## src/rtl/seg_pkg.sv

```systemverilog
// Shared 7-segment display definitions used by the processor top
// and the digit scan multiplexer.
package seg_pkg;

  localparam int SEG_W_DEF  = 7;
  localparam int DIGITS_DEF = 5;
  localparam int SEG_W_MAX  = 16;
  localparam int BUS_MAX    = 128;

  localparam logic [6:0] SEG_BLANK = 7'h7F;

  // Digit k of a {dN,...,d0} bus of w-bit patterns; caller truncates.
  function automatic logic [SEG_W_MAX-1:0] seg_digit(
    input logic [BUS_MAX-1:0] bus,
    input int unsigned        k,
    input int unsigned        w
  );
    logic [BUS_MAX-1:0] sh;
    sh = bus >> (k * w);
    return sh[SEG_W_MAX-1:0];
  endfunction

endpackage

```

## src/rtl/seg_scan_mux_divider.sv

```systemverilog
// Slot timer for the digit scan: cnt within a slot, idx of the
// active digit, plus frame-start and anti-ghost blank strobes.
module scan_divider
  import seg_pkg::*;
#(
  parameter int DIGITS = DIGITS_DEF,
  parameter int DIV    = 50000,
  parameter int BLANK  = 4,
  localparam int CW    = (DIV > 1) ? $clog2(DIV) : 1,
  localparam int IW    = (DIGITS > 1) ? $clog2(DIGITS) : 1
) (
  input  logic          clk,
  input  logic          reset,
  input  logic          en,
  output logic [IW-1:0] idx,
  output logic          frame_start,
  output logic          in_blank
);

  localparam logic [CW-1:0] CNT_LAST = CW'(DIV - 1);
  localparam logic [IW-1:0] IDX_LAST = IW'(DIGITS - 1);
  localparam logic [CW-1:0] CNT_LIT  = CW'(BLANK);

  logic [CW-1:0] cnt_q, cnt_d;
  logic [IW-1:0] idx_q, idx_d;

  always_ff @(posedge clk or negedge reset) begin
    if (!reset) begin
      cnt_q <= '0;
      idx_q <= '0;
    end else begin
      cnt_q <= cnt_d;
      idx_q <= idx_d;
    end
  end

  always_comb begin
    cnt_d = cnt_q;
    idx_d = idx_q;
    if (en) begin
      if (cnt_q == CNT_LAST) begin
        cnt_d = '0;
        idx_d = (idx_q == IDX_LAST) ? '0 : idx_q + 1'b1;
      end else begin
        cnt_d = cnt_q + 1'b1;
      end
    end
  end

  assign idx         = idx_q;
  assign frame_start = en && (cnt_q == '0) && (idx_q == '0);
  assign in_blank    = !en || (cnt_q < CNT_LIT);

endmodule

```

## src/rtl/seg_scan_mux.sv

```systemverilog
// Time-multiplexes DIGITS segment patterns onto one shared bus,
// snapshotting the inputs once per frame so digits never tear.
module seg_scan_mux
  import seg_pkg::*;
#(
  parameter int DIGITS = DIGITS_DEF,
  parameter int SEG_W  = SEG_W_DEF,
  parameter int DIV    = 50000,
  parameter int BLANK  = 4,
  localparam int IW    = (DIGITS > 1) ? $clog2(DIGITS) : 1
) (
  input  logic                    clk,
  input  logic                    reset,
  input  logic                    en,
  input  logic [DIGITS*SEG_W-1:0] seg_in,
  output logic [SEG_W-1:0]        seg_out,
  output logic [DIGITS-1:0]       dig_en,
  output logic                    frame_tick
);

  localparam logic [SEG_W-1:0] SEG_OFF = '1;

  logic [IW-1:0] idx;
  logic          frame_start;
  logic          in_blank;

  logic [DIGITS*SEG_W-1:0] snap_q, snap_d;
  logic [SEG_W-1:0]        seg_out_q, seg_out_d;
  logic [DIGITS-1:0]       dig_en_q, dig_en_d;
  logic                    frame_tick_q, frame_tick_d;

  scan_divider #(
    .DIGITS (DIGITS),
    .DIV    (DIV),
    .BLANK  (BLANK)
  ) u_div (
    .clk         (clk),
    .reset       (reset),
    .en          (en),
    .idx         (idx),
    .frame_start (frame_start),
    .in_blank    (in_blank)
  );

  always_ff @(posedge clk or negedge reset) begin
    if (!reset) begin
      snap_q       <= '1;
      seg_out_q    <= SEG_OFF;
      dig_en_q     <= '1;
      frame_tick_q <= 1'b0;
    end else begin
      snap_q       <= snap_d;
      seg_out_q    <= seg_out_d;
      dig_en_q     <= dig_en_d;
      frame_tick_q <= frame_tick_d;
    end
  end

  // Outputs use the pre-load snapshot; frame start is always blanked.
  always_comb begin
    snap_d       = frame_start ? seg_in : snap_q;
    frame_tick_d = frame_start;
    seg_out_d    = SEG_OFF;
    dig_en_d     = '1;
    if (!in_blank) begin
      dig_en_d  = ~(DIGITS'(1) << idx);
      seg_out_d = SEG_W'(seg_digit(BUS_MAX'(snap_q), 32'(idx), SEG_W));
    end
  end

  assign seg_out    = seg_out_q;
  assign dig_en     = dig_en_q;
  assign frame_tick = frame_tick_q;

endmodule

```

## config.mk

```make
export PLATFORM = sky130hd
export DESIGN_NAME = seg_scan_mux
export DESIGN_NICKNAME = d
export VERILOG_FILES = /design/src/rtl/seg_pkg.sv /design/src/rtl/seg_scan_mux_divider.sv /design/src/rtl/seg_scan_mux.sv
export SDC_FILE = /design/constraint.sdc
export NUM_CORES = 1
export LEC_CHECK = 0
export ABC_AREA = 1
export BUFFER_PORTS_ARGS = -buffer_cell sky130_fd_sc_hd__buf_2
export CORE_UTILIZATION = 50
export DETAILED_ROUTE_END_ITERATION = 10
export GPL_ROUTABILITY_DRIVEN = 0
export MAX_ROUTING_LAYER = met4
export PLACE_DENSITY = 0.81
export SYNTH_ARGS = -nofsm -noshare
export SYNTH_HDL_FRONTEND = slang
export SYNTH_SLANG_ARGS = --single-unit
```

## constraint.sdc

```tcl
create_clock -name clk -period 2.95 [get_ports clk]
set_input_delay 0.4425 -clock clk [delete_from_list [all_inputs] [get_ports clk]]
set_output_delay 0.4425 -clock clk [all_outputs]
set_load 0.005 [all_outputs]
```

## Word level (Yosys, flattened, before mapping)

Cells that the tools add are included.
W data, S select, Z words.

| operators by class | value |
|---|---|
| add/sub/neg operators | 2 |
| multipliers | 1 |
| $lt $le $gt $ge | 1 |
| equality and inequality tests | 2 |
| shift operators | 2 |
| multiplexer cells | 4 |
| bitwise gates (word level) | 1 |
| reduce and logical (&&, ||, !) cells | 7 |

Operator list:

| operator | number |
|---|---|
| $shr A35 B6 Y7 | 1 |
| $add A16 B1 Y16 const B | 1 |
| $eq A16 B16 Y1 const B | 1 |
| $logic_not A16 Y1 | 1 |
| $lt A16 B3 Y1 const B | 1 |
| $mux W16 | 1 |
| $mux W7 | 1 |
| $mul A3 B3 Y6 const B | 1 |
| $mux W5 | 1 |
| $not A5 Y5 | 1 |
| $shl A1 B3 Y5 const A | 1 |
| $add A3 B1 Y3 const B | 1 |
| $eq A3 B3 Y1 const B | 1 |
| $logic_not A3 Y1 | 1 |
| $mux W3 | 1 |
| $logic_and A1 B1 Y1 | 2 |
| $reduce_and A2 Y1 | 1 |
| $logic_not A1 Y1 | 1 |
| $logic_or A1 B1 Y1 | 1 |

| word-level totals | value |
|---|---|
| register bits after elaboration | 67 |
| bits of input ports | 38 |
| output and inout port bits | 13 |
| word-level logic and storage cells | 26 |

## Longest topological paths before layout

| depth | value |
|---|---|
| depth in word-level cells | 3 |
| mapped depth | 11 |
| mapped depth without buffers | 8 |

## Cells and area by module

From an unflattened synthesis, not the netlist that was laid out.

| unflattened totals | value |
|---|---|
| cell total of the unflattened synthesis | 369 |
| area, all modules | 3439.5 sq um |

Modules (own cells, without submodules):

| module | instances | cells an instance | area each (sq um) | sequential area each (sq um) |
|---|---|---|---|---|
| seg_scan_mux | 1 | 209 | 2258.4 | 1260.0 |
| scan_divider | 1 | 160 | 1181.1 | 475.5 |

## Least setup slack after synthesis

Ideal clock, no wire load.

| path | value |
|---|---|
| path kind | flip-flop to flip-flop |
| from | register u_div.idx_q[0] (netlist: u_div.idx[0]) |
| to | register snap_q[0] |
| library setup time | 0.060 ns |
| data arrival time | 1.771 ns |
| data required time | 2.890 ns |
| setup slack | 1.119 ns |
| cell stages (with the launch flop) | 12 |
| buffers on the path | 3 |
| clock period less this slack | 1.831 ns |
| cells stage by stage | dfrtp_1 > buf_2 > inv_1 > buf_2 > ha_1 > nand2_1 > nor2_1 > nand3_4 > inv_6 > buf_12 > nand2_1 > nand2_1 |

| between the ends | value |
|---|---|
| cells in the longest elaborated chain, start to end | 2 |

Ends and longest elaborated chain:

| what | RTL line | text |
|---|---|---|
| from (decl) | seg_scan_mux_divider.sv:25 | `logic [IW-1:0] idx_q, idx_d;` |
| from (signal assigned) | seg_scan_mux_divider.sv:33 | `idx_q <= idx_d;` |
| $logic_not A3 Y1 | seg_scan_mux_divider.sv:51 | `assign frame_start = en && (cnt_q == '0) && (idx_q == '0);` |
| $logic_and A1 B1 Y1 | seg_scan_mux_divider.sv:51 |  |
| named net frame_start | seg_scan_mux.sv:24 | `logic frame_start;` |
| to (signal assigned) | seg_scan_mux.sv:52 | `snap_q <= snap_d;` |
| to (decl) | seg_scan_mux.sv:27 | `logic [DIGITS*SEG_W-1:0] snap_q, snap_d;` |

The timed path passes the listed nets, and every way through them passes these cells.
A chain may end at the register's enable or synchronous reset.

## Final worst setup path

| path | value |
|---|---|
| from | register u_div.idx_q[0] (netlist: u_div.idx[0]) |
| to | register snap_q[16] |

| between the ends | value |
|---|---|
| cells in the longest elaborated chain, start to end | 2 |

Ends and longest elaborated chain:

| what | RTL line |
|---|---|
| $logic_not A3 Y1 | seg_scan_mux_divider.sv:51 |
| $logic_and A1 B1 Y1 | seg_scan_mux_divider.sv:51 |

Every way passes these cells.

==> metrics.csv <==
stage,metric,value,unit
timing,Tcrit/Tclk final,81.38,%
power,peak supply drop,0.2455,mV
final_layout,share of cells above drive strength 1,27.52,%
clocking,Max clock buf depth,2,
job,Max Cap Viol,0,
final_layout,net total in the final layout,516,
critical_path,crit start category,flip-flop,
synth,"top cells by area, synth","dfstp_2, nand2_1, dfrtp_1",
critical_path,CP arrival,2.70,ns
synth,yosys warns,0,
timing,Hold Slack,0.1907,ns
clocking,CTS tree,yes,
synth,post-synth net total,466,
timing,final count of hold timing violations,0,
grt,first-pass GRT wire length,12660,um
worst_hold_path,Worst Hold Class,primary input to async pin,
synth,ys async rst share,100.0,%
clocking,hold-fix buffer count after cts,0,
status,status,"finished, violations left",
status,failing checks,design-rule violations,
place,PortBufs,50,
final_layout,fillers,547,
clocking,CTS Buf Count,9,
critical_path,cell chain of the critical path,inv_1 > ha_1 > nand2_1 > nor2_1 > nand3_4 > inv_6 > nand2_1 > nand2_1,
grt,antenna violations before repair,0,
synth,Post-synth top cells,"nand2_1, nand3_1, dfstp_2, inv_1, nor2_1",
critical_path,most frequent CP cell,nand2_1,
place,Placement Setup Slack,0.6308,ns
power,Cell Pwr Density,539.2,nW/um2
route,number of remaining DRC errors,6,
clocking,clock root cell,clkbuf_8,
synth,"Seq/Total Area, Yosys",51.52,%
synth,post-synth top area cell,dfstp_2,
final_layout,final antenna diode count,0,
floorplan,Core Area,6422,um2
clocking,PostCTS Resize Cnt,0,
timing,final worst slack,0.5492,ns
clocking,H-Tree Depth,3,
synth,Cells after Synth,421,
critical_path,Setup CP Type,flip-flop to flip-flop,
route,total number of vias,2882,
route,iteration-0 DRC count of the detailed router,242,
synth,most common flop cell mapped by yosys,dfstp_2,
timing,measured slew at the worst slew-check pin,0.8549,ns
floorplan,I/O Pins,51,
critical_path,crit end category,flip-flop,
route,Detailed Routing Iterations Pass 1,9,
final_layout,Area Growth Syn to Fin,13.89,%
critical_path,critical path data required time,3.24,ns
power,Leak Pwr,1.918,nW
floorplan,Chip Width,84.08,um
route,Avg WL per Cell,13.24,um
timing,Final min period,2.401,ns
critical_path,Critical Path Slowest Stage Cell,dfrtp_1,
timing,Clock Skew,0.01221,ns
critical_path,CP Launch Point,u_div.idx[0],
critical_path,reg2reg start,u_div.idx[0],
floorplan,die height,84.08,um
synth,"Avg Cell Area, Syn",8.001,um2
floorplan,starting density of the core,52.44,%
timing,setup_tns,0,ns
grt,number of global-route vias before repair,2828,
route,Total Routed Length,7323,um
synth,most numerous cell in the Yosys netlist,nand2_1,
clocking,worst skew pair latency,0.35,ns
grt,largest net degree at the start of global routing,41,
final_layout,storage element area,1735,um2
timing,Setup Viol. Count Final,0,
synth,synthesized area,3368,um2
power,Power Total,2.069,mW
clocking,Clock Sinks,67,
grt,total grt overflow,0,
route,remaining antenna violation count after routing,0,
final_layout,area occupied by multi-input gates,1406,um2
synth,top-area cell type share of the netlist area,36.66,%
timing,Rel. slew slack,43.01,%
floorplan,die area,7069,um2
timing,max frequency,416.5,MHz
critical_path,CP max FO,36,
grt,GRT Overall Usage,23.80,%
clocking,clock-pin slew on the worst setup and hold paths,0.08,ns
floorplan,# rows,29,
critical_path,crit-path max cell delay,0.60,ns
timing,"Slew Viols, Final",0,
synth,Netlist cell types,26,
synth,"flops & latches, synth",67,
clocking,post-CTS setup buffers,0,
timing,RSZ-0062 raised after global routing,no,
route,routed vias/inst,5.212,
place,DPL Wire Length,5053,um
synth,Post-synth EDFFs,0,
[metal layers]
| metal | global-route usage, % | vias up | part of all wire (%) | wire length, um |
|---|---|---|---|---|
| met2 | 36.14 | 99 | 46 | 3401 |
| met4 | 10.19 | 0 | 2.2 | 159 |
| met5 | - | - | 0 | 0 |
| li1 | - | 1420 | - | - |
| met1 | 31.44 | 1344 | 45 | 3330 |
| met3 | 4.451 | 19 | 5.9 | 433 |
[cells in the final DEF, fill, tap and decap left out, types with 2 or more instances in the layout]
master / Yosys / final
buf_2: 8 / 50
clkinv_2: 0 / 2
xnor2_1: 2 / 2
buf_4: 0 / 3
nand3_1: 58 / 58
inv_6: 1 / 2
inv_1: 32 / 32
nor2_2: 5 / 5
nand2_1: 172 / 172
nand2_2: 8 / 8
ha_1: 7 / 7
nor2_1: 30 / 30
xor2_1: 5 / 5
o21ai_0: 6 / 6
dfstp_2: 47 / 47
nand4_1: 5 / 5
dfrtp_1: 20 / 20
nor3_1: 2 / 2
clkbuf_8: 0 / 9
[per-stage QoR]
stage	utilization (%)	cell area, um2	std cells
detailed placement	56.73	3643	537
global placement	56.73	3643	537
finish	59.73	3836	553
floorplan	-	3368	421
global route	59.73	3836	553
CTS	59.73	3836	553
[final cells by class]
cell class                 count  area share, %
clock buffer                  10          3.327
clock inverter                 6          1.696
inverter                      34          3.457
multi-input combinational    306          36.66
sequential                    67          45.24
tap                           77          2.511
timing repair buffer          53          7.110
[logic make-up (layout without fill, tap and decap cells)]
| group | count (synthesis) | count (layout) | synth area share, % |
|---|---|---|---|
| buffers and inverters | 48 | 103 | 6.724 |
| AND/OR/NAND/NOR | 283 | 283 | 35.85 |
| flip-flops | 67 | 67 | 51.52 |
| AO/OA/AOI/OAI | 9 | 9 | 1.486 |
| adder cells (fa/ha/maj) | 7 | 7 | 2.600 |
| XOR/XNOR | 7 | 7 | 1.820 |
[flip-flops by register name, indices dropped and copies added (netlist names)]
register,count
snap_q,35
frame_tick,1
u_div.idx,3
seg_out,7
dig_en,5
u_div.cnt_q,16
[final timing paths]
check / cells after the start / endpoint / slack (ns)
min in group clk: 3 / snap_q[18] / 0.28
setup reg to reg: 8 / snap_q[16] / 0.55
max in group asynchronous: 2 / snap_q[5] / 1.95
setup / recovery: 8 / snap_q[16] / 0.55
hold / removal: 1 / u_div.cnt_q[11] / 0.19
hold reg to reg: 2 / snap_q[7] / 0.47
[power by group]
| group | switching, mW | total [mW] | internal [mW] |
|---|---|---|---|
| Sequential | 0.0684 | 1.04 | 0.975 |
| Clock | 0.361 | 0.753 | 0.392 |
| Combinational | 0.168 | 0.272 | 0.104 |
[worst max-delay path: cells and delay by family, from the launching register on]
| kind | cells | cell delay (ns) |
|---|---|---|
| fa+ha+maj | 1 | 0.29 |
| buf+inv | 2 | 0.77 |
| flops | 1 | 0.60 |
| simple gates | 5 | 0.67 |
No activity file was read; power rests on OpenSTA's default activity.
